<file path="src/rtl/clock_disp_pkg.sv">
// Shared types and constants for the clock display back-end: segment patterns,
// digit index type and converter state encoding.
package clock_disp_pkg;

   typedef logic [1:0] digit_idx_t;

   typedef enum logic [1:0] {
      CONV_IDLE   = 2'b00,
      CONV_LOAD   = 2'b01,
      CONV_DIV    = 2'b11,
      CONV_COMMIT = 2'b10
   } conv_state_t;

   // Active-high patterns, bit order {g,f,e,d,c,b,a}
   localparam logic [6:0] SEG_0     = 7'h3F;
   localparam logic [6:0] SEG_1     = 7'h06;
   localparam logic [6:0] SEG_2     = 7'h5B;
   localparam logic [6:0] SEG_3     = 7'h4F;
   localparam logic [6:0] SEG_4     = 7'h66;
   localparam logic [6:0] SEG_5     = 7'h6D;
   localparam logic [6:0] SEG_6     = 7'h7D;
   localparam logic [6:0] SEG_7     = 7'h07;
   localparam logic [6:0] SEG_8     = 7'h7F;
   localparam logic [6:0] SEG_9     = 7'h6F;
   localparam logic [6:0] SEG_BLANK = 7'h00;

endpackage

</file>
<file path="src/rtl/bcd_seg_decoder.sv">
// Combinational digit decoder: 4-bit code plus blank request to an active-high
// 7-segment pattern. Codes above 9 decode to blank.
module bcd_seg_decoder
   import clock_disp_pkg::*;
(
   input  logic [3:0] code,
   input  logic       blank,
   output logic [6:0] pattern
);

   always_comb begin
      // NOTE: assign the output a default before any branch so no path can infer a latch.
      pattern = SEG_BLANK;
      if (!blank) begin
         case (code)
            4'd0:    pattern = SEG_0;
            4'd1:    pattern = SEG_1;
            4'd2:    pattern = SEG_2;
            4'd3:    pattern = SEG_3;
            4'd4:    pattern = SEG_4;
            4'd5:    pattern = SEG_5;
            4'd6:    pattern = SEG_6;
            4'd7:    pattern = SEG_7;
            4'd8:    pattern = SEG_8;
            4'd9:    pattern = SEG_9;
            default: pattern = SEG_BLANK;
         endcase
      end
   end

endmodule

</file>
<file path="src/rtl/clock_display_driver.sv">
// Display back-end of the digital clock: per-frame binary-to-digit conversion
// and a time-multiplexed 4-digit 7-segment scan with a blinking colon.
module clock_display_driver
   import clock_disp_pkg::*;
#(
   parameter int unsigned REFRESH_DIV    = 50000,
   parameter int unsigned COLON_DIV      = 25000000,
   parameter bit          SEG_ACTIVE_LOW = 1'b1
) (
   input  logic       clk,
   input  logic       rst,
   input  logic [5:0] hours_fsm,
   input  logic [5:0] minutes_fsm,
   input  logic       disp_en,
   input  logic       blink_en,
   input  logic       lz_blank,
   output logic [6:0] seg,
   output logic       dp,
   output logic [3:0] an,
   output logic       conv_busy
);

   localparam int REF_W = (REFRESH_DIV > 1) ? $clog2(REFRESH_DIV) : 1;
   localparam int COL_W = (COLON_DIV > 1) ? $clog2(COLON_DIV) : 1;
   localparam logic [REF_W-1:0] REF_LAST = REF_W'(REFRESH_DIV - 1);
   localparam logic [COL_W-1:0] COL_LAST = COL_W'(COLON_DIV - 1);
   // Inactive output levels double as the polarity XOR masks
   localparam logic [6:0] SEG_OFF = SEG_ACTIVE_LOW ? 7'h7F : 7'h00;
   localparam logic [3:0] AN_OFF  = SEG_ACTIVE_LOW ? 4'hF : 4'h0;
   localparam logic       DP_OFF  = SEG_ACTIVE_LOW;

   logic [REF_W-1:0] refresh_cnt_q, refresh_cnt_d;
   digit_idx_t       idx_q, idx_d;
   logic [COL_W-1:0] colon_cnt_q, colon_cnt_d;
   logic             colon_on_q, colon_on_d;
   conv_state_t      state_q, state_d;
   logic [5:0]       lat_h_q, lat_h_d, lat_m_q, lat_m_d;
   logic [5:0]       work_h_q, work_h_d, work_m_q, work_m_d;
   logic [2:0]       tens_h_q, tens_h_d, tens_m_q, tens_m_d;
   logic [2:0]       dig_h_tens_q, dig_h_tens_d, dig_m_tens_q, dig_m_tens_d;
   logic [3:0]       dig_h_units_q, dig_h_units_d, dig_m_units_q, dig_m_units_d;
   logic [6:0]       seg_q, seg_d;
   logic             dp_q, dp_d;
   logic [3:0]       an_q, an_d;

   logic       tick, frame_start;
   logic [3:0] mux_code;
   logic       mux_blank;
   logic [6:0] mux_pattern;

   assign tick        = (refresh_cnt_q == REF_LAST);
   assign frame_start = tick && (idx_q == 2'd3);

   always_comb begin
      refresh_cnt_d = tick ? '0 : refresh_cnt_q + REF_W'(1);
      idx_d         = tick ? idx_q + 2'd1 : idx_q;

      colon_cnt_d = colon_cnt_q + COL_W'(1);
      colon_on_d  = colon_on_q;
      if (!blink_en) begin
         colon_cnt_d = '0;
         colon_on_d  = 1'b1;
      end else if (colon_cnt_q == COL_LAST) begin
         colon_cnt_d = '0;
         colon_on_d  = ~colon_on_q;
      end
   end

   always_comb begin
      state_d       = state_q;
      lat_h_d       = lat_h_q;
      lat_m_d       = lat_m_q;
      work_h_d      = work_h_q;
      work_m_d      = work_m_q;
      tens_h_d      = tens_h_q;
      tens_m_d      = tens_m_q;
      dig_h_tens_d  = dig_h_tens_q;
      dig_h_units_d = dig_h_units_q;
      dig_m_tens_d  = dig_m_tens_q;
      dig_m_units_d = dig_m_units_q;
      case (state_q)
         CONV_IDLE: begin
            if (frame_start) begin
               lat_h_d = hours_fsm;
               lat_m_d = minutes_fsm;
               state_d = CONV_LOAD;
            end
         end
         CONV_LOAD: begin
            work_h_d = lat_h_q;
            work_m_d = lat_m_q;
            tens_h_d = '0;
            tens_m_d = '0;
            state_d  = CONV_DIV;
         end
         CONV_DIV: begin
            if (work_h_q >= 6'd10) begin
               work_h_d = work_h_q - 6'd10;
               tens_h_d = tens_h_q + 3'd1;
            end
            if (work_m_q >= 6'd10) begin
               work_m_d = work_m_q - 6'd10;
               tens_m_d = tens_m_q + 3'd1;
            end
            // Look ahead at the post-subtraction values so 63 needs only six DIV cycles
            if ((work_h_d < 6'd10) && (work_m_d < 6'd10)) state_d = CONV_COMMIT;
         end
         CONV_COMMIT: begin
            dig_h_tens_d  = tens_h_q;
            dig_h_units_d = work_h_q[3:0];
            dig_m_tens_d  = tens_m_q;
            dig_m_units_d = work_m_q[3:0];
            state_d       = CONV_IDLE;
         end
      endcase
   end

   always_comb begin
      case (idx_q)
         2'd0:    mux_code = dig_m_units_q;
         2'd1:    mux_code = {1'b0, dig_m_tens_q};
         2'd2:    mux_code = dig_h_units_q;
         default: mux_code = {1'b0, dig_h_tens_q};
      endcase
      mux_blank = (idx_q == 2'd3) && lz_blank && (dig_h_tens_q == 3'd0);
   end

   bcd_seg_decoder u_dec (
      .code    (mux_code),
      .blank   (mux_blank),
      .pattern (mux_pattern)
   );

   always_comb begin
      seg_d = SEG_OFF;
      an_d  = AN_OFF;
      dp_d  = DP_OFF;
      if (disp_en) begin
         seg_d = mux_pattern ^ SEG_OFF;
         an_d  = (4'b0001 << idx_q) ^ AN_OFF;
         dp_d  = ((idx_q == 2'd2) && colon_on_q) ^ DP_OFF;
      end
   end

   always_ff @(posedge clk) begin
      if (rst) begin
         refresh_cnt_q <= '0;
         idx_q         <= '0;
         colon_cnt_q   <= '0;
         colon_on_q    <= 1'b1;
         state_q       <= CONV_IDLE;
         lat_h_q       <= '0;
         lat_m_q       <= '0;
         work_h_q      <= '0;
         work_m_q      <= '0;
         tens_h_q      <= '0;
         tens_m_q      <= '0;
         dig_h_tens_q  <= '0;
         dig_h_units_q <= '0;
         dig_m_tens_q  <= '0;
         dig_m_units_q <= '0;
         seg_q         <= SEG_OFF;
         dp_q          <= DP_OFF;
         an_q          <= AN_OFF;
      end else begin
         // NOTE: non-blocking assignments make every flop sample pre-edge values, independent of statement order.
         refresh_cnt_q <= refresh_cnt_d;
         idx_q         <= idx_d;
         colon_cnt_q   <= colon_cnt_d;
         colon_on_q    <= colon_on_d;
         state_q       <= state_d;
         lat_h_q       <= lat_h_d;
         lat_m_q       <= lat_m_d;
         work_h_q      <= work_h_d;
         work_m_q      <= work_m_d;
         tens_h_q      <= tens_h_d;
         tens_m_q      <= tens_m_d;
         dig_h_tens_q  <= dig_h_tens_d;
         dig_h_units_q <= dig_h_units_d;
         dig_m_tens_q  <= dig_m_tens_d;
         dig_m_units_q <= dig_m_units_d;
         seg_q         <= seg_d;
         dp_q          <= dp_d;
         an_q          <= an_d;
      end
   end

   assign seg       = seg_q;
   assign dp        = dp_q;
   assign an        = an_q;
   assign conv_busy = (state_q != CONV_IDLE);

endmodule

</file>
<file path="config.mk">
export PLATFORM = sky130hd
export DESIGN_NAME = clock_display_driver
export DESIGN_NICKNAME = d
export VERILOG_FILES = /design/src/rtl/clock_disp_pkg.sv /design/src/rtl/bcd_seg_decoder.sv /design/src/rtl/clock_display_driver.sv
export SDC_FILE = /design/constraint.sdc
export NUM_CORES = 1
export LEC_CHECK = 0
export CAP_MARGIN = 20
export CORE_ASPECT_RATIO = 0.6
export CORE_MARGIN = 2
export CORE_UTILIZATION = 59
export DETAILED_ROUTE_END_ITERATION = 7
export GPL_TIMING_DRIVEN = 0
export PLACE_DENSITY = 0.85
export SLEW_MARGIN = 0
export SYNTH_ARGS = -nofsm -noshare
export SYNTH_HDL_FRONTEND = slang
export SYNTH_SLANG_ARGS = --single-unit
export TNS_END_PERCENT = 10
</file>
<file path="constraint.sdc">
create_clock -name clk -period 2.7 [get_ports clk]
set_clock_uncertainty 0.2 [all_clocks]
set_input_delay 0.405 -clock clk [delete_from_list [all_inputs] [get_ports clk]]
set_output_delay 0.405 -clock clk [all_outputs]
set_load 0.03 [all_outputs]
</file>
==> results of run 1 <==
-- metrics by stage --
stage	power (mW)	setup slack, ns	util, %	hold WS [ns]
5_1_grt	2.901	0.01243	69.36	0.2655
2_1_floorplan	1.606	0.5094	-	0.1803
3_3_place_gp	1.653	0.1809	65.76	0.2111
3_5_place_dp	1.655	0.1285	65.76	0.2068
4_1_cts	2.835	0.04727	69.20	0.2339
6_report	2.814	0.1127	69.36	0.2475
-- cell type report --
cell class	count	area, µm²	share of cell area, %
Sequential cell	102	2042	37.65
Tap cell	108	135.1	2.491
Buffer	26	151.4	2.791
Multi-Input combinational cell	403	2471	45.56
Clock inverter	1	5.005	0.09227
Inverter	19	75.07	1.384
Timing Repair Buffer	28	280.3	5.167
Clock buffer	14	264.0	4.867
-- worst max-delay path: stages (launching register included) --
cell             delay [ns]
dfxtp_1                0.37
buf_2                  0.26
clkinvlp_4             0.24
nand2_1                0.11
clkdlybuf4s50_1        0.66
-- logic make-up after synthesis --
logic type / Yosys count / share of synthesized area (%)
simple gates: 248 / 25.97
buf+inv: 45 / 4.685
mux: 18 / 3.811
fa+ha+maj: 16 / 4.235
flops: 102 / 43.20
xor+xnor: 38 / 7.041
compound gates: 83 / 11.06
-- power breakdown --
group / leakage, nW / total, mW / internal (mW) / switching [mW]
sequential: 0.824 / 1.52 / 1.52 / 0.00643
clock: 0.133 / 1.19 / 0.670 / 0.522
combinational: 0.929 / 0.100 / 0.0461 / 0.0543
-- registers in the layout (all words and copies together), names as in the netlist, 2 cells and up --
| signal | count |
|---|---|
| an | 4 |
| colon_cnt_q | 25 |
| lat_h_q | 6 |
| dig_m_units_q | 4 |
| seg | 7 |
| tens_h_q | 3 |
| lat_m_q | 6 |
| work_h_q | 6 |
| dig_h_tens_q | 3 |
| refresh_cnt_q | 16 |
| work_m_q | 6 |
| tens_m_q | 3 |
| dig_h_units_q | 4 |
| state_q | 2 |
| idx_q | 2 |
| dig_m_tens_q | 3 |
-- worst paths after layout --
check | from | to | cells after the start
worst min register to register | colon_on_q$_SDFFE_PP1P_ | dp$_SDFF_PP1_ | 1
worst max-delay path | state_q[1]$_SDFFE_PP0P_ | conv_busy | 4
worst min-delay path | colon_on_q$_SDFFE_PP1P_ | dp$_SDFF_PP1_ | 1
worst max register to register | idx_q[0]$_SDFFE_PP0N_ | seg[3]$_SDFF_PP1_ | 7
-- cell usage after synthesis (all sizes together), types with 2 or more instances --
master	n	area share, %
dfxtp	102	43
nor2	86	6.8
nand2	77	6.1
a21oi	34	3.6
xor2	24	4.4
inv	18	1.4
mux2i	18	3.8
nand3	18	1.9
ha	16	4.2
clkbuf	15	1.2
o21ai	14	1.5
xnor2	14	2.6
nand4	11	1.5
buf	10	1.8
nor3	10	1.2
a22oi	5	0.79
and3	5	0.71
nor2b	5	0.66
nor4	5	0.98
nor4b	5	1.6
and2	4	0.53
nand2b	4	0.53
a221oi	3	0.56
a222oi	3	0.64
and4	3	0.61
nand3b	3	0.48
o22ai	3	0.40
or2	3	0.40
or3	3	0.40
a211oi	2	0.32
a21boi	2	0.32
a21o	2	0.32
and4bb	2	0.53
o2111ai	2	0.37
o31a	2	0.37
o32ai	2	0.37
-- layer usage --
metal	global-route usage [%]	vias to the layer above	routed length [µm]
met5	0	-	0
met4	7.712	0	107
met3	7.609	14	985
met2	39.17	164	4558
met1	37.25	1904	5115
li1	-	1966	-
==> flow_summary.yaml, run 1 <==
final_layout:
  diodes: 0
  stdcell_count: 701
  area_growth_pct: 14.74
  drive_above_1_share_pct: 6.239
  layout_common_cells: "dfxtp_1 (102), nor2_1 (86), nand2_1 (77)"
  final_common_cell: "dfxtp_1"
  design_area_mm2: 0.005424
  final_nets: 622
  nFillCells: 622
worst_setup_path:
  crit_fanout: 10
  end_kind: "output pin"
  r2r_slack_ns: 0.26
  cp.arrival_ns: 1.98
  critical_path_class: "reg2out"
  worstSetupStartpointType: "flop"
  crit_required_ns: 2.10
synthesis:
  avgSynthCellArea_um2: 8.595
  synth-edff-count: 0
  syn_area_mm2: 0.004727
  synthArstFlopShare_pct: 0
  yosys_warnings: 0
  synth_ff_type: "dfxtp_1"
  synth-seq-area-share_pct: 43.20
  syn_inst: 550
  synth_cell_types: 61
  ys_ff_latch: 102
  synthesis.nets: 583
global_route:
  grt_first_pass_wirelength_um: 17970
  track_usage_pct: 26.25
  antenna_found_initial: 0
  grt_pass1_vias: 3697
  grt-ovfl-total: 0
  grt_max_degree: 15
placed_design:
  numPortBuffers: 28
  place_congestion: 0.9587
  hpwl_um: 7821
  post_dp_cell_area_mm2: 0.005142
  post-place-cells: 686
clock_tree:
  clockBufferDepth: 2
  cts_hold_buf: 0
  h-tree-depth: 3
  cts_buffers: 9
  cts.repair.resized: 0
  worstSkewPairLatency_ns: 0.34
  cts.reportedPaths.clkPinSlew_ns: 0.06
  root_buffer: "clkbuf_16"
  clock_sinks: 102
  cts_setup_buffers: 0
  cts_tree: "done"
routing:
  routedWlPerCell_um: 15.36
  vias: 4048
  wirelength_um: 10770
  drc: 0
  drt_first_pass_iters: 5
  postRouteAntennaNets: 0
  viasPerCell: 5.775
  drt_iter0_drc: 395
sta:
  setup_tns_ns: 0
  period_needed_ns: 2.587
  setup_violations: 0
  max_slew_margin_pct: 34.83
  final-hold-violation-count: 0
  rsz0062_at_grt: "false"
  fmax_mhz: 386.5
  fin_crit_sh_pct: 95.82
  tightestPinTransition_ns: 0.9686
  final_max_slew_viol_count: 0
power:
  p_leak_nw: 1.886
  irDropWorstVdd_uv: 299.4
  power.density_mw_per_mm2: 518.8
die:
  ios: 30
  die-area_mm2: 0.008768
  core-area_mm2: 0.007820
  die_h_um: 73.34
  rows: 25
  die_x_um: 119.6
  start_util_pct: 60.45
flow_run:
  drv_cap: 0
outcome:
  status: "finished, final reports clean"
worst_hold_path:
  hold_class: "reg2reg"
No activity file was read; power rests on OpenSTA's default activity.
==> run 2: changes to the inputs <==
--- a/config.mk
+++ b/config.mk
@@ -7,7 +7,7 @@
 export LEC_CHECK = 0
 export CAP_MARGIN = 20
 export CORE_ASPECT_RATIO = 0.6
-export CORE_MARGIN = 2
+export CORE_MARGIN = 1.5
 export CORE_UTILIZATION = 59
 export DETAILED_ROUTE_END_ITERATION = 7
 export GPL_TIMING_DRIVEN = 0
==> flow_summary.yaml, run 2 (synthesized netlist as in run 1, its figures left out) <==
power:
  finalPower_mw: 2.881
  irDropWorstVdd_uv: 263.6
  seqPwrFrac_pct: 52.8
  p_leak_nw: 1.896
  clock_power_share_pct: 43.7
  power.density_mw_per_mm2: 529.4
  p_comb_share_pct: 3.5
  switchingPower_uw: 598.2
  p_sw_share_pct: 20.76
  p_int_mw: 2.283
global_route:
  track_usage_pct: 27.21
  antenna_found_initial: 0
  grt_first_pass_wirelength_um: 18310
  grt_max_degree: 15
  grt_pass1_vias: 3804
  grt-ovfl-total: 0
final_layout:
  final_nets: 622
  stdcell_count: 701
  diodes: 0
  area_growth_pct: 15.14
  nFillCells: 587
  largest_reg_flops: 25
  layout_common_cells: "dfxtp_1 (102), nor2_1 (86), nand2_1 (77)"
  final_common_cell: "dfxtp_1"
  regMostFlops: "colon_cnt_q"
  drive_above_1_share_pct: 6.408
clock_tree:
  clock_sinks: 102
  worstSkewPairLatency_ns: 0.35
  cts_buffers: 9
  clockBufferDepth: 2
  root_buffer: "clkbuf_16"
  cts_setup_buffers: 0
  h-tree-depth: 3
  cts.repair.resized: 0
  cts.reportedPaths.clkPinSlew_ns: 0.06
  cts_tree: "done"
  cts_hold_buf: 0
sta:
  fmax_mhz: 384.0
  period_needed_ns: 2.604
  setup_violations: 0
  final_max_slew_viol_count: 0
  rsz0062_at_grt: "false"
  final-hold-violation-count: 0
  timing.hold.ws_ns: 0.2059
  setup_tns_ns: 0
  tightestPinTransition_ns: 0.9028
  max_slew_margin_pct: 39.26
  fin_crit_sh_pct: 96.44
worst_setup_path:
  worstSetupStartpointType: "flop"
  end_kind: "output pin"
  crit_required_ns: 2.10
  crit_fanout: 10
  critical_path_class: "reg2out"
  cp.arrival_ns: 2.00
die:
  die_h_um: 72.34
  die_x_um: 118.6
  rows: 25
  die-area_mm2: 0.008576
  start_util_pct: 60.45
  core-area_mm2: 0.007820
  ios: 30
routing:
  wirelength_um: 11040
  viasPerCell: 5.760
  drt_iter0_drc: 459
  drt_first_pass_iters: 7
  routedWlPerCell_um: 15.75
  vias: 4038
  drc: 0
  postRouteAntennaNets: 0
flow_run:
  drv_cap: 0
placed_design:
  hpwl_um: 7969
  post-place-cells: 686
  place_congestion: 0.9321
  numPortBuffers: 28
worst_hold_path:
  hold_class: "in2reg"
outcome:
  status: "finished, final reports clean"
run 2: metrics by stage:
step | utilization (%) | worst slack [ns] | area, µm²
6_report | 69.60 | 0.09600 | 5443
5_1_grt | 69.60 | 0.00006817 | 5443
4_1_cts | 69.44 | 0.02933 | 5430
3_5_place_dp | 65.76 | 0.1538 | 5142
3_3_place_gp | 65.76 | 0.1536 | 5142
2_1_floorplan | - | 0.5094 | 4727
run 2: power by group through the flow:
stage	Sequential, mW	Combinational, mW	Clock (mW)
6_report	1.52	0.100	1.26
5_1_grt	1.52	0.107	1.33
4_1_cts	1.52	0.0998	1.27
3_5_place_dp	1.56	0.0986	0
3_3_place_gp	1.56	0.0970	0
2_1_floorplan	1.57	0.0400	0
run 2: worst paths after layout:
check / start / end / slack, ns / depth (start not counted)
setup / recovery: state_q[1]$_SDFFE_PP0P_ / conv_busy / 0.1 / 4
hold / removal: rst / an[3]$_SDFF_PP1_ / 0.21 / 3
setup reg to reg: idx_q[0]$_SDFFE_PP0N_ / seg[0]$_SDFF_PP1_ / 0.21 / 9
hold reg to reg: colon_on_q$_SDFFE_PP1P_ / dp$_SDFF_PP1_ / 0.27 / 1
run 2: cell type report:
class,count,area (µm²),share of cell area (%)
plain buffers,26,151.4,2.782
repair buffers,28,280.3,5.149
inverters,19,75.07,1.379
multi-input cells,403,2471,45.40
clock buffers,15,287.8,5.287
flip-flops and latches,102,2042,37.52
well taps,108,135.1,2.483
run 2: worst max-delay path: stages (launching register included):
cell and delay, ns:
dfxtp_1 0.37, buf_2 0.25, clkinvlp_4 0.25, nand2_1 0.12, clkdlybuf4s50_1 0.67
run 2: per-layer routing:
metal,part of all wire (%),vias to the layer above,GRT usage [%],wire (µm)
li1,-,1967,-,-
met1,47,1889,37.54,5178
met2,43,165,41.28,4712
met3,9.0,17,8.491,992
met4,1.4,0,8.166,154
met5,0,-,0,0
==> run 3: changes to the inputs <==
--- a/config.mk
+++ b/config.mk
@@ -12,6 +12,7 @@
 export DETAILED_ROUTE_END_ITERATION = 7
 export GPL_TIMING_DRIVEN = 0
 export PLACE_DENSITY = 0.85
+export SETUP_SLACK_MARGIN = 0.5
 export SLEW_MARGIN = 0
 export SYNTH_ARGS = -nofsm -noshare
 export SYNTH_HDL_FRONTEND = slang
==> constraint.sdc (replaced) <==
create_clock -name clk -period 2.94 [get_ports clk]
set_clock_uncertainty 0.2 [all_clocks]
set_input_delay 0.441 -clock clk [delete_from_list [all_inputs] [get_ports clk]]
set_output_delay 0.441 -clock clk [all_outputs]
set_load 0.03 [all_outputs]
==> flow_summary.yaml, run 3 (synthesized netlist as in run 1, its figures left out) <==
worst_setup_path:
  cpMaxStageDelayCell: "nor2_1"
  r2r_cells: 7
  cp.arrival_ns: 2.44
  cp_top_family: "simple AND/OR/NAND/NOR gates"
  end_kind: "flop"
  critPathBufInv: 2
  crit_fanout: 10
  crit_chain: "nand4_1 -> nor2_1 -> and4_4 -> or3b_1 -> buf_4 -> buf_6 -> nor2_1"
  worstSetupStartpointType: "flop"
  regToRegStartpoint: "colon_cnt_q[2]$_SDFF_PP0_"
  crit_required_ns: 2.99
  cpMostUsedCell: "nor2_1"
  slowest_delay_ns: 0.55
  r2r_slack_ns: 0.55
  critical_path_class: "reg2reg"
  r2r_end: "colon_cnt_q[18]$_SDFF_PP0_"
routing:
  drt_first_pass_iters: 6
  vias: 4100
  drc: 0
  drt_iter0_drc: 560
  wirelength_um: 11210
  routedWlPerCell_um: 15.89
  postRouteAntennaNets: 0
  viasPerCell: 5.816
die:
  die_h_um: 72.34
  core-area_mm2: 0.007820
  die_x_um: 118.6
  rows: 25
  ios: 30
  die-area_mm2: 0.008576
  start_util_pct: 60.45
sta:
  tightestPinTransition_ns: 0.9012
  final_max_slew_viol_count: 0
  rsz0062_at_grt: "true"
  setup_violations: 0
  fmax_mhz: 418.4
  fin_crit_sh_pct: 81.29
  final-hold-violation-count: 0
  period_needed_ns: 2.390
  setup_tns_ns: 0
  finalWorstSetupSlack_ns: 0.5500
  max_slew_margin_pct: 39.37
placed_design:
  hpwl_um: 7969
  dpl_worst_slack_ns: 0.3578
  place_congestion: 0.9321
  numPortBuffers: 28
final_layout:
  nFillCells: 573
  drive_above_1_share_pct: 8.208
  final_common_cell: "dfxtp_1"
  area_growth_pct: 16.12
  layout_common_cells: "dfxtp_1 (101), nor2_1 (86), nand2_1 (77)"
  ff_latch_area_mm2: 0.002043
  regMostFlops: "colon_cnt_q"
  multi_input_area_mm2: 0.002487
  largest_reg_flops: 25
  final_nets: 626
  diodes: 0
global_route:
  track_usage_pct: 27.19
  grt-ovfl-total: 0
  antenna_found_initial: 0
  grt_max_degree: 15
  grt_first_pass_wirelength_um: 18290
  grt_pass1_vias: 3800
worst_hold_path:
  hold_class: "in2reg"
  min_to: "an[3]$_SDFF_PP1_"
  hp-start: "rst"
  hold_depth: 3
clock_tree:
  clockBufferDepth: 2
  root_buffer: "clkbuf_16"
  h-tree-depth: 3
  cts.reportedPaths.clkPinSlew_ns: 0.06
  clock_sinks: 102
  cts_tree: "done"
  worstSkewPairLatency_ns: 0.36
  cts_buffers: 9
power:
  power.density_mw_per_mm2: 482.4
  irDropWorstVdd_uv: 244.2
  finalPower_mw: 2.648
  p_leak_nw: 1.933
outcome:
  status: "finished, final reports clean"
flow_run:
  drv_cap: 0
## run 3: cell count changes in the layout (fill, tap and decap cells not counted), sizes merged
cell,change
clkinv,+1
clkinvlp,-1
buf,+4
dlygate4sd2,+1
clkdlybuf4s50,-1
## run 3: power by group
| group | internal [mW] | switching [mW] |
|---|---|---|
| clock network | 0.663 | 0.495 |
| logic | 0.0425 | 0.0502 |
| registers | 1.39 | 0.00579 |
## run 3: how the worst max path moves through the flow
stage | slack, ns | from | depth (start not counted) | end
5_1_grt | 0.48 | colon_cnt_q[2]$_SDFF_PP0_ | 7 | colon_cnt_q[6]$_SDFF_PP0_
2_1_floorplan | 0.75 | idx_q[0]$_SDFFE_PP0N_ | 7 | seg[1]$_SDFF_PP1_
4_1_cts | 0.47 | idx_q[1]$_SDFFE_PP0N_ | 6 | seg[3]$_SDFF_PP1_
3_5_place_dp | 0.36 | lz_blank | 6 | seg[0]$_SDFF_PP1_
3_3_place_gp | 0.36 | lz_blank | 6 | seg[0]$_SDFF_PP1_
6_report | 0.55 | colon_cnt_q[2]$_SDFF_PP0_ | 7 | colon_cnt_q[18]$_SDFF_PP0_
## run 3: routing by layer
| layer | part of all wire [%] | track usage, % | routed length [µm] |
|---|---|---|---|
| met2 | 42 | 41.28 | 4751 |
| met3 | 9.9 | 8.491 | 1109 |
| met4 | 1.8 | 8.166 | 200 |
| met5 | 0 | 0 | 0 |
| met1 | 46 | 37.49 | 5143 |
## run 3: layout make-up
class | count | area share [%]
Tap cell | 108 | 2.462
Inverter | 19 | 1.322
Sequential cell | 102 | 37.22
Buffer | 26 | 2.804
Multi-Input combinational cell | 403 | 45.32
Timing Repair Buffer | 32 | 5.630
Clock buffer | 15 | 5.243
## run 3: timing repair
item | 4_1_cts | 5_1_grt
hold buffers | 0 | 0
gates resized for setup | 3 | 11
setup buffers | 0 | 4
pin swaps | 0 | 2
cloned | 0 | 0
endpoints found under the setup margin | 5 | 27
## run 3: tightest hold or removal path, cell delays in order
cell     delay [ns]
buf_4          0.13
nor2b_1        0.12
nand2_1        0.08
## run 3: per-stage QoR
| step | std cells | instance area, µm² | util [%] | hold slack, ns |
|---|---|---|---|---|
| 4_1_cts | 701 | 5431 | 69.46 | 0.2261 |
| 6_report | 705 | 5489 | 70.19 | 0.2483 |
| 5_1_grt | 705 | 5489 | 70.19 | 0.2752 |
| 3_5_place_dp | 686 | 5142 | 65.76 | 0.2422 |
| 2_1_floorplan | 550 | 4727 | - | 0.1803 |
| 3_3_place_gp | 686 | 5142 | 65.76 | 0.2309 |
